[config.mk]
export PLATFORM = sky130hd
export DESIGN_NAME = sprite_line_scheduler_flat
export DESIGN_NICKNAME = d
export VERILOG_FILES = /design/src/rtl/sprite_line_scheduler_if.sv /design/src/rtl/sprite_line_scheduler.sv /design/src/flat_wrapper.sv
export SDC_FILE = /design/constraint.sdc
export NUM_CORES = 1
export LEC_CHECK = 0
export CELL_PAD_IN_SITES_DETAIL_PLACEMENT = 1
export CELL_PAD_IN_SITES_GLOBAL_PLACEMENT = 2
export CORE_MARGIN = 5
export CORE_UTILIZATION = 39
export DETAILED_ROUTE_END_ITERATION = 10
export PLACE_DENSITY = 0.84
export SLEW_MARGIN = 20
export SYNTH_ARGS = -nofsm -noshare
export SYNTH_HDL_FRONTEND = slang
export SYNTH_SLANG_ARGS = --single-unit
[constraint.sdc]
create_clock -name clk -period 4.8 [get_ports clk]
set_input_delay 0.72 -clock clk [delete_from_list [all_inputs] [get_ports clk]]
set_output_delay 0.72 -clock clk [all_outputs]
set_load 0.01 [all_outputs]
[src/rtl/sprite_line_scheduler_if.sv]
// Buses of the sprite line scheduler: object table read port and the hit
// handshake toward the line-buffer drawer.
interface sprite_line_scheduler_if;
    logic        obj_rd_en;
    logic [4:0]  obj_rd_addr;
    logic [31:0] obj_rd_data;

    logic        hit_valid;
    logic        hit_ready;
    logic [4:0]  hit_obj_id;
    logic [11:0] hit_x;
    logic [3:0]  hit_row;
    logic [5:0]  hit_sprite;

    modport master (
        output obj_rd_en, obj_rd_addr,
        input  obj_rd_data,
        output hit_valid, hit_obj_id, hit_x, hit_row, hit_sprite,
        input  hit_ready
    );

    modport slave (
        input  obj_rd_en, obj_rd_addr,
        output obj_rd_data,
        input  hit_valid, hit_obj_id, hit_x, hit_row, hit_sprite,
        output hit_ready
    );
endinterface

[src/rtl/sprite_line_scheduler.sv]
// Per-scanline sprite scheduler: scans the object table on line_start, keeps
// the first MAX_HITS objects covering the line and streams them to the drawer.
//
// state | meaning
// IDLE  | waiting for line_start
// SCAN  | issuing object table reads 0..NUM_OBJECTS-1
// FLUSH | evaluating the last returned object word
// DRAIN | presenting stored hits over hit_valid/hit_ready
module sprite_line_scheduler #(
    parameter int NUM_OBJECTS = 20,
    parameter int MAX_HITS    = 8,
    parameter int SPRITE_H    = 16,
    parameter int Y_W         = 12
) (
    input  logic       clk,
    input  logic       reset_n,
    input  logic       line_start,
    input  logic [9:0] line_y,
    input  logic       clear_flags,
    output logic       line_done,
    output logic       busy,
    output logic       hit_overflow,
    output logic       overrun,
    sprite_line_scheduler_if.master bus
);

    localparam int         CNT_W     = $clog2(MAX_HITS + 1);
    localparam int         IDX_W     = $clog2(MAX_HITS);
    localparam logic [4:0] LAST_ADDR = 5'(NUM_OBJECTS - 1);

    typedef enum logic [1:0] {IDLE, SCAN, FLUSH, DRAIN} state_t;

    typedef struct packed {
        logic [4:0]  id;
        logic [11:0] x;
        logic [3:0]  row;
        logic [5:0]  sprite;
    } entry_t;

    state_t             state;
    logic [9:0]         line_y_q;
    logic               rd_en_q;
    logic [4:0]         rd_addr_q;
    logic               eval_valid;
    logic [4:0]         eval_id;
    logic [CNT_W-1:0]   count;
    logic [CNT_W-1:0]   ptr;
    logic               hit_valid_q;
    entry_t             hit_q;
    entry_t             table_q [MAX_HITS];

    logic [Y_W-1:0]     obj_y;
    logic [Y_W-1:0]     line_y_ext;
    logic [Y_W:0]       band_end;
    logic               hit_now;
    logic               store_now;
    logic [CNT_W-1:0]   count_next;
    logic [CNT_W-1:0]   ptr_nxt;
    entry_t             eval_entry;
    entry_t             first_entry;

    assign obj_y      = bus.obj_rd_data[8 +: Y_W];
    assign line_y_ext = {{(Y_W-10){1'b0}}, line_y_q};
    // Band end is computed one bit wider so objects near the top of the
    // y range never wrap around onto low scanlines.
    assign band_end   = {1'b0, obj_y} + (Y_W+1)'(SPRITE_H);

    assign hit_now    = eval_valid & bus.obj_rd_data[1]
                      & (line_y_ext >= obj_y)
                      & ({1'b0, line_y_ext} < band_end);
    assign store_now  = hit_now & (count < CNT_W'(MAX_HITS));
    assign count_next = count + CNT_W'(store_now);
    assign ptr_nxt    = ptr + CNT_W'(1);

    assign eval_entry.id     = eval_id;
    assign eval_entry.x      = bus.obj_rd_data[31:20];
    assign eval_entry.row    = line_y_q[3:0] - obj_y[3:0];
    assign eval_entry.sprite = bus.obj_rd_data[7:2];

    // The first hit of a line may be the very word evaluated in FLUSH.
    assign first_entry = (count == '0) ? eval_entry : table_q[0];

    assign busy            = (state != IDLE);
    assign bus.obj_rd_en   = rd_en_q;
    assign bus.obj_rd_addr = rd_addr_q;
    assign bus.hit_valid   = hit_valid_q;
    assign bus.hit_obj_id  = hit_q.id;
    assign bus.hit_x       = hit_q.x;
    assign bus.hit_row     = hit_q.row;
    assign bus.hit_sprite  = hit_q.sprite;

    always_ff @(posedge clk) begin
        if (!line_start && store_now) begin
            table_q[count[IDX_W-1:0]] <= eval_entry;
        end
    end

    always_ff @(posedge clk or negedge reset_n) begin
        if (!reset_n) begin
            state        <= IDLE;
            line_y_q     <= '0;
            rd_en_q      <= 1'b0;
            rd_addr_q    <= '0;
            eval_valid   <= 1'b0;
            eval_id      <= '0;
            count        <= '0;
            ptr          <= '0;
            hit_valid_q  <= 1'b0;
            hit_q        <= '0;
            line_done    <= 1'b0;
            hit_overflow <= 1'b0;
            overrun      <= 1'b0;
        end else begin
            line_done <= 1'b0;
            if (clear_flags) begin
                hit_overflow <= 1'b0;
                overrun      <= 1'b0;
            end
            if (line_start) begin
                // A new line always restarts the scan; an in-flight read of
                // the aborted line is discarded via eval_valid.
                if (state != IDLE) begin
                    overrun <= 1'b1;
                end
                state       <= SCAN;
                line_y_q    <= line_y;
                count       <= '0;
                ptr         <= '0;
                rd_en_q     <= 1'b1;
                rd_addr_q   <= '0;
                eval_valid  <= 1'b0;
                hit_valid_q <= 1'b0;
            end else begin
                eval_valid <= rd_en_q;
                eval_id    <= rd_addr_q;
                count      <= count_next;
                if (hit_now && (count == CNT_W'(MAX_HITS))) begin
                    hit_overflow <= 1'b1;
                end
                case (state)
                    SCAN: begin
                        if (rd_addr_q == LAST_ADDR) begin
                            rd_en_q <= 1'b0;
                            state   <= FLUSH;
                        end else begin
                            rd_addr_q <= rd_addr_q + 5'd1;
                        end
                    end
                    FLUSH: begin
                        ptr <= '0;
                        if (count_next == '0) begin
                            line_done <= 1'b1;
                            state     <= IDLE;
                        end else begin
                            hit_valid_q <= 1'b1;
                            hit_q       <= first_entry;
                            state       <= DRAIN;
                        end
                    end
                    DRAIN: begin
                        if (bus.hit_ready) begin
                            if (ptr_nxt == count) begin
                                hit_valid_q <= 1'b0;
                                line_done   <= 1'b1;
                                state       <= IDLE;
                            end else begin
                                ptr   <= ptr_nxt;
                                hit_q <= table_q[ptr_nxt[IDX_W-1:0]];
                            end
                        end
                    end
                    default: ;
                endcase
            end
        end
    end

endmodule

[src/flat_wrapper.sv]
// flat-port wrapper written by rule: the top's interface ports become plain ports
module sprite_line_scheduler_flat 
#(
    parameter int NUM_OBJECTS = 20,
    parameter int MAX_HITS    = 8,
    parameter int SPRITE_H    = 16,
    parameter int Y_W         = 12
)
  (clk, reset_n, line_start, line_y, clear_flags, line_done, busy, hit_overflow, overrun, bus_obj_rd_en, bus_obj_rd_addr, bus_obj_rd_data, bus_hit_valid, bus_hit_obj_id, bus_hit_x, bus_hit_row, bus_hit_sprite, bus_hit_ready);
  sprite_line_scheduler_if bus_i ();
  input  logic clk;
  input  logic reset_n;
  input  logic line_start;
  input  logic [9:0] line_y;
  input  logic clear_flags;
  output logic line_done;
  output logic busy;
  output logic hit_overflow;
  output logic overrun;
  output wire logic [$bits(bus_i.obj_rd_en)-1:0] bus_obj_rd_en;
  output wire logic [$bits(bus_i.obj_rd_addr)-1:0] bus_obj_rd_addr;
  input wire logic [$bits(bus_i.obj_rd_data)-1:0] bus_obj_rd_data;
  output wire logic [$bits(bus_i.hit_valid)-1:0] bus_hit_valid;
  output wire logic [$bits(bus_i.hit_obj_id)-1:0] bus_hit_obj_id;
  output wire logic [$bits(bus_i.hit_x)-1:0] bus_hit_x;
  output wire logic [$bits(bus_i.hit_row)-1:0] bus_hit_row;
  output wire logic [$bits(bus_i.hit_sprite)-1:0] bus_hit_sprite;
  input wire logic [$bits(bus_i.hit_ready)-1:0] bus_hit_ready;
  assign bus_obj_rd_en = bus_i.obj_rd_en;
  assign bus_obj_rd_addr = bus_i.obj_rd_addr;
  assign bus_i.obj_rd_data = bus_obj_rd_data;
  assign bus_hit_valid = bus_i.hit_valid;
  assign bus_hit_obj_id = bus_i.hit_obj_id;
  assign bus_hit_x = bus_i.hit_x;
  assign bus_hit_row = bus_i.hit_row;
  assign bus_hit_sprite = bus_i.hit_sprite;
  assign bus_i.hit_ready = bus_hit_ready;
  sprite_line_scheduler #(.NUM_OBJECTS(NUM_OBJECTS), .MAX_HITS(MAX_HITS), .SPRITE_H(SPRITE_H), .Y_W(Y_W)) u_core (.clk(clk), .reset_n(reset_n), .line_start(line_start), .line_y(line_y), .clear_flags(clear_flags), .line_done(line_done), .busy(busy), .hit_overflow(hit_overflow), .overrun(overrun), .bus(bus_i));
endmodule
==> impl_metrics.yaml, run 1 <==
status:
  status: "finished clean"
critical_path:
  cp-start-kind: "primary input"
  crit_arrival_ps: 4730
  rr_worst_depth: 15
  worstPathCellList: "clkdlybuf4s50_1 -> ha_1 -> xnor2_1 -> ha_1 -> a21o_1 -> a21oi_1 -> nor2_1 -> a211oi_1 -> a211oi_2 -> nor3_1 -> ha_1 -> ha_1 -> and2_1 -> a21oi_1 -> o22ai_1 -> a21oi_1 -> o21bai_4 -> buf_4 -> mux2_2"
  cp_max_fo: 9
  cpPeakStageDelay_ps: 470
  rrSetupSlack_ps: 1000
  reg2reg_to: "u_core.bus.hit_sprite[5]"
  cpMostUsedCell: "ha_1"
  cp_slowest_cell: "clkdlybuf4s50_1"
  critPathKind: "primary input to flip-flop"
  critical_path_buf_inv_count: 2
  required_ps: 5240
  end_kind: "flip-flop"
  cpLargestDelayFamily: "compound AO/OA/AOI/OAI gates"
  reg2reg_from: "u_core.line_y_q[1]"
synthesis:
  synth-seq-cells: 279
  yosys_warnings: 0
  synth_cells: 736
  yosysSeqAreaShare: 0.667
  synthFlopType: "edfxtp_1"
  yosysMostFrequentCell: "edfxtp_1"
  synth.area.top_cells: "edfxtp_1, dfrtp_1, mux4_2"
  syn_area_per_cell_um2: 16.4
  synthTopCellsByCount: "edfxtp_1, nand2_1, dfrtp_1"
  synth_edf_count: 216
  synth_area_um2: 12100
  yosys.cell_types.count: 54
  netlist.area_leader.share: 0.537
  async_reset_ff_frac: 0.226
  synth_area_leader_cell: "edfxtp_1"
  synth_nets: 805
sta:
  setup_tns_ps: 0
  slew_violations: 0
  finalCritPeriodShare: 0.895
  finalSetupViolCount: 0
  relSlewSlack: 0.372
  max_freq_mhz: 233
  worst_pin_slew_ps: 942
  finalHoldViolCount: 0
  rsz0062_at_grt: "false"
  finalCriticalPeriod_ps: 4300
  skew_ps: 22.0
  fin_ws_ps: 503
global_route:
  grt_max_degree: 64
  overflow: 0
  grt_pass1_vias: 7507
  antenna_found_initial: 0
  grtUsageTotal: 0.167
  grt_pass1_wl_um: 44700
clocking:
  root_buffer: "clkbuf_16"
  htreeDepth: 1
  clkLatencyLatePin_ps: 560
  clk_pin_slew_ps: 60
  tritoncts: "yes"
  cts_buffers: 30
  clockBufferDepth: 3
  cts.sinks: 279
  cts_resized: 0
  cts_hold_buf: 0
  cts_setup_buffers: 0
placed_design:
  io_buffers: 83
  dpl.hpwl_um: 17200
  globalplace.congestion: 0.733
  dp_slack_ps: -66.2
die:
  die_area_um2: 34600
  die_x_um: 186
  start_util: 0.395
  core_um2: 30600
  io_pins: 85
  die_y_um: 186
  rows: 64
routing:
  drt-initial-drc-count: 425
  vias: 6819
  drc: 0
  drt_first_pass_iters: 4
  routedWlPerCell_um: 22.6
  drt_wl_total_um: 28400
  ant_nets: 0
  via_per_inst: 5.45
finish:
  nets: 902
  seq_area_um2: 8070
  antennaDiodeCount: 0
  drive_gt1_frac: 0.214
  multi_input_area_um2: 3780
  nFillCells: 2971
  areaGrowthSynthToFinish_pct: 19.0
power:
  power-per-cell-area_nw_per_um2: 358
  peakVddDrop_v: 0.000273
  p_leak_nw: 5.06
  total_power_w: 0.00515
run:
  drv_cap: 0
worst_hold_path:
  hold_path.class: "primary input to async pin"
==> worst register-to-register path: cells and delay by family, from the launching register on <==
kind / cells / cell delay, ps
AND/OR/NAND/NOR: 2 / 360
AO/OA/AOI/OAI: 8 / 1520
adder cells (fa/ha/maj): 3 / 770
multiplexers: 1 / 360
flip-flops: 1 / 410
buffers and inverters: 1 / 270
==> layout make-up <==
| type | count | area share |
|---|---|---|
| clock buffer | 41 | 0.0558 |
| clock inverter | 14 | 0.00949 |
| inverter | 20 | 0.00522 |
| multi-input combinational | 396 | 0.263 |
| sequential | 279 | 0.561 |
| tap | 396 | 0.0345 |
| timing repair buffer | 106 | 0.0705 |
==> kinds of logic after synthesis <==
kind of cell / Yosys count / share of synthesized area
XOR/XNOR: 17 / 0.0136
flip-flops: 279 / 0.667
buffers and inverters: 61 / 0.0268
AND/OR/NAND/NOR: 167 / 0.0687
multiplexers: 100 / 0.149
adder cells (fa/ha/maj): 22 / 0.0234
AO/OA/AOI/OAI: 90 / 0.0508
==> power breakdown <==
group,leakage (nW),internal [W],switching [W]
registers,2.78,0.00265,0.0000260
clock network,0.453,0.00128,0.000928
logic,1.83,0.000121,0.000147
total,5.06,0.00405,0.00110
==> placed cells by master, fill, tap and decap left out, drive strengths merged, types with 8 or more instances in the layout <==
cell type	n
inv	21
a21oi	16
ha	21
edfxtp	216
dfrtp	63
clkdlybuf4s50	82
clkinv	9
buf	24
nand3	12
nor4	8
xnor2	9
mux4	54
nor2	18
a31oi	25
clkbuf	41
nand2	71
nor2b	28
nor3	9
mux2	42
a211oi	29
==> layer usage <==
layer  share of wire  track usage  vias up
met4           0.018       0.0356        0
met2            0.49        0.280      165
met5               0            0        -
met3           0.054       0.0305       41
li1                -            -     3045
met1            0.44        0.230     3568
==> metrics by stage <==
stage / cells / utilization / hold WS, ps / area, um2
2_1_floorplan: 736 / - / 424 / 12100
3_3_place_gp: 1197 / 0.439 / 488 / 13400
3_5_place_dp: 1197 / 0.439 / 491 / 13400
4_1_cts: 1252 / 0.470 / 344 / 14400
5_1_grt: 1252 / 0.470 / 376 / 14400
6_report: 1252 / 0.470 / 293 / 14400
==> flip-flops by register name, indices dropped and copies added, names as in the netlist <==
register and count:
u_core.bus.hit_valid 1, u_core.eval_valid 1, u_core.bus.hit_row 4, u_core.line_done 1, u_core.eval_id 5, u_core.bus.hit_x 12
u_core.bus.hit_sprite 6, u_core.hit_overflow 1, u_core.bus.obj_rd_en 1, u_core.count 4, u_core.line_y_q 10, u_core.table_q 216
u_core.bus.hit_obj_id 5, u_core.ptr 4, u_core.bus.obj_rd_addr 5, u_core.overrun 1, u_core.state 2
==> how the worst max path moves through the flow <==
stage	startpoint	end	slack (ps)	cells after the start
4_1_cts	bus_obj_rd_data[13]	u_core.bus.hit_x[5]	530	19
5_1_grt	bus_obj_rd_data[13]	u_core.bus.hit_x[1]	310	19
3_3_place_gp	bus_obj_rd_data[13]	u_core.bus.hit_x[2]	60	19
6_report	bus_obj_rd_data[13]	u_core.bus.hit_sprite[5]	500	19
3_5_place_dp	bus_obj_rd_data[13]	u_core.bus.hit_x[5]	-70	19
2_1_floorplan	bus_obj_rd_data[12]	u_core.table_q[0][0]	-460	9
Note: power is estimated with default switching activity, not from simulation.
==> run 2, diff against run 1 <==
--- a/config.mk
+++ b/config.mk
@@ -11,7 +11,9 @@
 export CORE_UTILIZATION = 39
 export DETAILED_ROUTE_END_ITERATION = 10
 export PLACE_DENSITY = 0.84
+export REMOVE_ABC_BUFFERS = 1
 export SLEW_MARGIN = 20
 export SYNTH_ARGS = -nofsm -noshare
 export SYNTH_HDL_FRONTEND = slang
 export SYNTH_SLANG_ARGS = --single-unit
+export TNS_END_PERCENT = 30
==> run 2 against run 1 <==
- total power down 0.82%
- count of clock-buffer cells in the layout shrank 4
- clock power is 2% lower
- sequential share of layout area decreased by 0.15 points
- global-route usage shrank 0.36 points
- fmax rose by 3.1%
- non-clock buffer count down 2
- register-to-register slack improved by 90 ps
- setup slack improved by 130 ps
- critical path type unchanged
- flip-flop and latch count stayed put
- sequential power hardly changed
- routed wire length down 2.1%
- largest cell class unchanged
- highest routed layer unchanged
==> impl_metrics.yaml, run 2 (synthesized netlist as in run 1, its figures left out) <==
global_route:
  use_met1: 0.216
  busiest_layer: "met2"
  grtUsageMet3: 0.0287
  grt_pass1_wl_um: 43700
  grtUsageTotal: 0.163
  grt_pass1_vias: 7550
  grt_max_degree: 64
  overflow: 0
  antenna_found_initial: 0
  grtUsageMet2: 0.286
die:
  die_x_um: 186
  start_util: 0.395
  die_area_um2: 34600
  core_um2: 30600
  rows: 64
  io_pins: 85
  die_y_um: 186
finish:
  largest_register_ffs: 216
  drive_gt1_frac: 0.215
  antennaDiodeCount: 0
  final_cell_mix: "edfxtp_1, clkdlybuf4s50_1, nand2_1, dfrtp_1, mux4_2"
  nets: 899
  areaGrowthSynthToFinish_pct: 19.3
  final_common_cell: "edfxtp_1"
power:
  intPower_w: 0.00403
  seq_power_share: 0.524
  power-per-cell-area_nw_per_um2: 354
  p_sw_frac: 0.211
  p_sw_w: 0.00108
  peakVddDrop_v: 0.000236
  p_leak_nw: 5.06
  clkPwrFrac: 0.425
  p_comb_frac: 0.051
sta:
  worst_pin_slew_ps: 935
  finalCriticalPeriod_ps: 4170
  max_freq_mhz: 240
  skew_ps: 13.8
  finalCritPeriodShare: 0.868
  setup_tns_ps: 0
  relSlewSlack: 0.376
  rsz0062_at_grt: "false"
  slew_violations: 0
  finalHoldViolCount: 0
  holdWs_ps: 313
  finalSetupViolCount: 0
clocking:
  cts.sinks: 279
  cts_hold_buf: 0
  htreeDepth: 1
  clk_pin_slew_ps: 60
  clkLatencyLatePin_ps: 550
  cts_resized: 0
  root_buffer: "clkbuf_16"
  tritoncts: "yes"
  clockBufferDepth: 3
  cts_setup_buffers: 0
  cts_buffers: 29
critical_path:
  reg2reg_to: "u_core.bus.hit_x[10]"
  worstPathCellList: "clkdlybuf4s50_1 -> ha_1 -> xnor2_1 -> ha_1 -> a21o_1 -> a21oi_1 -> nor2_1 -> a211oi_1 -> a211oi_2 -> nor3_1 -> ha_1 -> ha_1 -> and2_1 -> a21oi_1 -> o22ai_1 -> a21oi_1 -> o21bai_4 -> buf_12 -> mux2_2"
  cpMostUsedCell: "ha_1"
  critPathKind: "primary input to flip-flop"
  crit_arrival_ps: 4600
  end_kind: "flip-flop"
  cpPeakStageDelay_ps: 470
  required_ps: 5230
  cp_max_fo: 17
  rrSetupSlack_ps: 1090
  cp-start-kind: "primary input"
  cp_slowest_cell: "clkdlybuf4s50_1"
  rr_worst_depth: 18
  reg2reg_from: "u_core.line_y_q[0]"
routing:
  routedWlPerCell_um: 22.2
  drt-initial-drc-count: 334
  via_per_inst: 5.42
  vias: 6766
  drt_wl_total_um: 27800
  drt_first_pass_iters: 4
  drc: 0
  ant_nets: 0
placed_design:
  io_buffers: 83
  dpl.hpwl_um: 16600
  globalplace.congestion: 0.735
run:
  drv_cap: 0
status:
  status: "finished clean"
worst_hold_path:
  hold_path.class: "primary input to async pin"
==> run 2: cell types whose count changed in the layout (fill, tap and decap cells not counted), sizes merged <==
cell | before | now
buf | 24 | 22
clkbuf | 41 | 37
clkinvlp | 2 | 4
clkinv | 9 | 10
==> run 2: critical path: cells and delay by family <==
family | cells | cell delay, ps
compound gates | 8 | 1310
xor+xnor | 1 | 130
fa+ha+maj | 4 | 980
buf+inv | 2 | 680
mux | 1 | 350
simple gates | 3 | 390
==> run 2: how the worst max path moves through the flow <==
stage	start	end	slack, ps	cells after the start
after floorplan	u_core.ptr[0]	u_core.bus.hit_sprite[5]	-1080	7
after detailed placement	bus_obj_rd_data[12]	u_core.bus.hit_x[2]	30	19
after CTS	bus_obj_rd_data[12]	u_core.bus.hit_x[2]	600	19
final	bus_obj_rd_data[12]	u_core.bus.hit_x[2]	630	19
after global placement	bus_obj_rd_data[12]	u_core.bus.hit_x[2]	80	19
after global routing	bus_obj_rd_data[12]	u_core.bus.hit_x[3]	290	19
==> run 2: through the flow <==
stage          power, W  instances  worst slack [ps]  instance area [um2]   util
2_1_floorplan   0.00284        695             -1080                11800      -
3_3_place_gp    0.00298       1195              75.5                13500  0.441
3_5_place_dp    0.00299       1195              25.9                13500  0.441
4_1_cts         0.00517       1249               601                14400  0.471
5_1_grt         0.00531       1249               286                14400  0.471
6_report        0.00510       1249               634                14400  0.471
==> run 2: final cells by class <==
cell class	count	area [um2]
Clock buffer	37	786
Clock inverter	17	141
Fill cell	2959	16200
Inverter	20	75.1
Multi-Input combinational cell	396	3780
Sequential cell	279	8070
Tap cell	396	495
Timing Repair Buffer	104	1060
==> run 2: power by group through the flow <==
stage / Combinational, W / Clock (W) / Sequential [W]
after global placement: 0.000254 / 0 / 0.00272
after floorplan: 0.000117 / 0 / 0.00272
after detailed placement: 0.000265 / 0 / 0.00272
after global routing: 0.000292 / 0.00235 / 0.00268
after CTS: 0.000267 / 0.00223 / 0.00267
final: 0.000262 / 0.00217 / 0.00267
==> run 2: per-layer routing <==
| layer | vias to the layer above | share of wire |
|---|---|---|
| met5 | - | 0 |
| met4 | 0 | 0.016 |
| met3 | 42 | 0.044 |
| met2 | 148 | 0.51 |
| met1 | 3539 | 0.43 |
| li1 | 3037 | - |
==> run 3, diff against run 2 <==
--- a/config.mk
+++ b/config.mk
@@ -5,12 +5,13 @@
 export SDC_FILE = /design/constraint.sdc
 export NUM_CORES = 1
 export LEC_CHECK = 0
+export ABC_AREA = 1
 export CELL_PAD_IN_SITES_DETAIL_PLACEMENT = 1
 export CELL_PAD_IN_SITES_GLOBAL_PLACEMENT = 2
 export CORE_MARGIN = 5
-export CORE_UTILIZATION = 39
+export CORE_UTILIZATION = 35
 export DETAILED_ROUTE_END_ITERATION = 10
-export PLACE_DENSITY = 0.84
+export PLACE_DENSITY = 0.85
 export REMOVE_ABC_BUFFERS = 1
 export SLEW_MARGIN = 20
 export SYNTH_ARGS = -nofsm -noshare
==> constraint.sdc (replaced) <==
create_clock -name clk -period 3.4 [get_ports clk]
set_input_delay 0.51 -clock clk [delete_from_list [all_inputs] [get_ports clk]]
set_output_delay 0.51 -clock clk [all_outputs]
set_load 0.01 [all_outputs]
==> run 3 against run 2 <==
- total power increased by 79%
- area after synthesis rose by 1.8%
- clock power up 49%
- global-route usage grew 1.5 points
- register-to-register slack got worse by 890 ps
- sequential share of layout area down 3.0 points
- utilization fell by 3.1 points
- synthesized cell count grew 60%
- largest cell class unchanged
==> impl_metrics.yaml, run 3 <==
routing:
  drt_wl_total_um: 35300
  routedWlPerCell_um: 19.8
  ant_nets: 0
  via_per_inst: 5.18
  wl_met2_um: 17300
  highest_layer: "met4"
  drc: 0
  drt-initial-drc-count: 413
  wl_met1_um: 15700
  vias: 9247
  dr_wl_met3_um: 1460
  drt_first_pass_iters: 5
sta:
  slew_violations: 0
  finalCriticalPeriod_ps: 3210
  worst_pin_slew_ps: 908
  holdWs_ps: 85.5
  finalHoldViolCount: 0
  relSlewSlack: 0.394
  skew_ps: 12.9
  finalSetupViolCount: 0
  finalCritPeriodShare: 0.945
  fin_ws_ps: 188
  max_freq_mhz: 311
global_route:
  overflow: 0
  grt_max_degree: 111
  grt_pass1_wl_um: 55200
  grt_pass1_vias: 9842
  antenna_found_initial: 0
  grtUsageTotal: 0.178
die:
  start_util: 0.355
  die_y_um: 197
  core_um2: 34600
  die_area_um2: 39000
  rows: 68
  die_x_um: 197
  io_pins: 85
status:
  status: "finished clean"
synthesis:
  synth_edf_count: 216
  netlist.area_leader.share: 0.527
  synth_area_leader_cell: "edfxtp_1"
  syn_area_per_cell_um2: 10.5
  synth-seq-cells: 279
  yosys.cell_types.count: 33
  yosysSeqAreaShare: 0.656
  synthFlopType: "edfxtp_1"
  yosysMostFrequentCell: "nand2_1"
  synth.area.top_cells: "edfxtp_1, dfrtp_1, nand2_1"
  synth_area_um2: 12300
  synthTopCellsByCount: "nand2_1, edfxtp_1, o21ai_0"
  yosys_warnings: 0
  async_reset_ff_frac: 0.226
  synth_cells: 1174
finish:
  areaGrowthSynthToFinish_pct: 23.9
  largest_register_ffs: 216
  final_cell_mix: "nand2_1, edfxtp_1, o21ai_0, nor2_1, clkdlybuf4s50_1"
  nFillCells: 3792
  drive_gt1_frac: 0.117
  antennaDiodeCount: 0
  final_common_cell: "nand2_1"
  fin_util: 0.440
  nets: 1373
critical_path:
  end_kind: "flip-flop"
  required_ps: 3910
  cp-start-kind: "primary input"
  critPathKind: "primary input to flip-flop"
  cp_max_fo: 9
  crit_arrival_ps: 3720
placed_design:
  io_buffers: 83
  globalplace.congestion: 0.772
  dpl.hpwl_um: 19900
  dp_slack_ps: -703
clocking:
  clk_pin_slew_ps: 60
  cts_buffers: 31
  root_buffer: "clkbuf_16"
  tritoncts: "yes"
  htreeDepth: 1
  clockBufferDepth: 3
  cts.sinks: 279
  cts_hold_buf: 0
  clkLatencyLatePin_ps: 570
worst_hold_path:
  hold_path.class: "primary input to async pin"
run:
  drv_cap: 0
power:
  total_power_w: 0.00912
  p_leak_nw: 6.01
  power-per-cell-area_nw_per_um2: 599
  peakVddDrop_v: 0.000449
run 3: changes by cell type after synthesis, sizes merged, moves of 28 or more:
cell / previous run / this run
nor2b: 28 / 0
inv: 20 / 48
a211oi: 29 / 0
mux4: 54 / 0
nand3: 12 / 70
nor2: 18 / 135
mux2: 42 / 0
nand2: 71 / 301
o22ai: 1 / 50
o21ai: 7 / 142
run 3: per-layer routing:
layer | vias to the layer above | track usage
met2 | 197 | 0.310
met4 | 0 | 0.0452
met5 | - | 0
li1 | 4331 | -
met1 | 4656 | 0.237
met3 | 63 | 0.0244
run 3: worst max-delay path, stage by stage:
cell	delay [ps]
clkdlybuf4s50_1	470
ha_1	140
inv_1	60
fa_1	380
nand2_1	70
nand3_1	80
nand2_1	60
nand2_1	50
nand2_1	60
nand2_1	70
nand2_1	70
nor2_1	50
nand2_1	90
nor2_1	50
ha_2	180
ha_2	170
xnor2_1	250
nand3_2	140
nor2_4	160
a21oi_4	100
nand2_4	120
bufbuf_16	300
nand2_1	60
nand2_1	60
run 3: path summary, 6_finish.rpt:
| check | end | startpoint | slack (ps) | depth (start not counted) |
|---|---|---|---|---|
| max | u_core.bus.hit_x[3] | bus_obj_rd_data[8] | 190 | 24 |
| min | u_core.hit_overflow | reset_n | 90 | 1 |
| max reg2reg | u_core.bus.hit_x[3] | u_core.line_y_q[0] | 200 | 24 |
| min reg2reg | u_core.line_y_q[3] | u_core.line_y_q[3] | 480 | 2 |
| max in group asynchronous | u_core.ptr[0] | reset_n | 2690 | 1 |
| min in group clk | u_core.line_y_q[3] | u_core.line_y_q[3] | 480 | 2 |
run 3: cell type report:
cell class,count,area [um2],area share
well taps,455,569,0.0374
clock buffers,45,888,0.0583
inverters,51,191,0.0126
clock inverters,13,104,0.00682
multi-input cells,781,3830,0.252
repair buffers,160,1580,0.104
flip-flops and latches,279,8060,0.529
run 3: repair_timing:
item	in CTS	in global routing
pin swaps	12	9
setup buffers	20	1
gates cloned	1	0
hold endpoints to repair	0	0
resized for setup	13	11
endpoints found under the setup margin	28	31
run 3: stage by stage:
step	instances	TNS, ps	instance area, um2
3_3_place_gp	1705	-29750	14000
6_report	1784	0	15200
3_5_place_dp	1705	-53460	14000
2_1_floorplan	1111	-97730	12000
4_1_cts	1783	0	15200
5_1_grt	1784	-65.2	15200
run 3: cells by family after synthesis:
group | synth area share
AO/OA/AOI/OAI | 0.105
XOR/XNOR | 0.00916
adder cells (fa/ha/maj) | 0.0230
buffers and inverters | 0.0386
flip-flops | 0.656
AND/OR/NAND/NOR | 0.168
run 3: power by group:
| group | switching, W | leakage (nW) | internal, W |
|---|---|---|---|
| Combinational | 0.00100 | 2.77 | 0.000767 |
| Clock | 0.00135 | 0.493 | 0.00189 |
| Sequential | 0.000206 | 2.75 | 0.00391 |
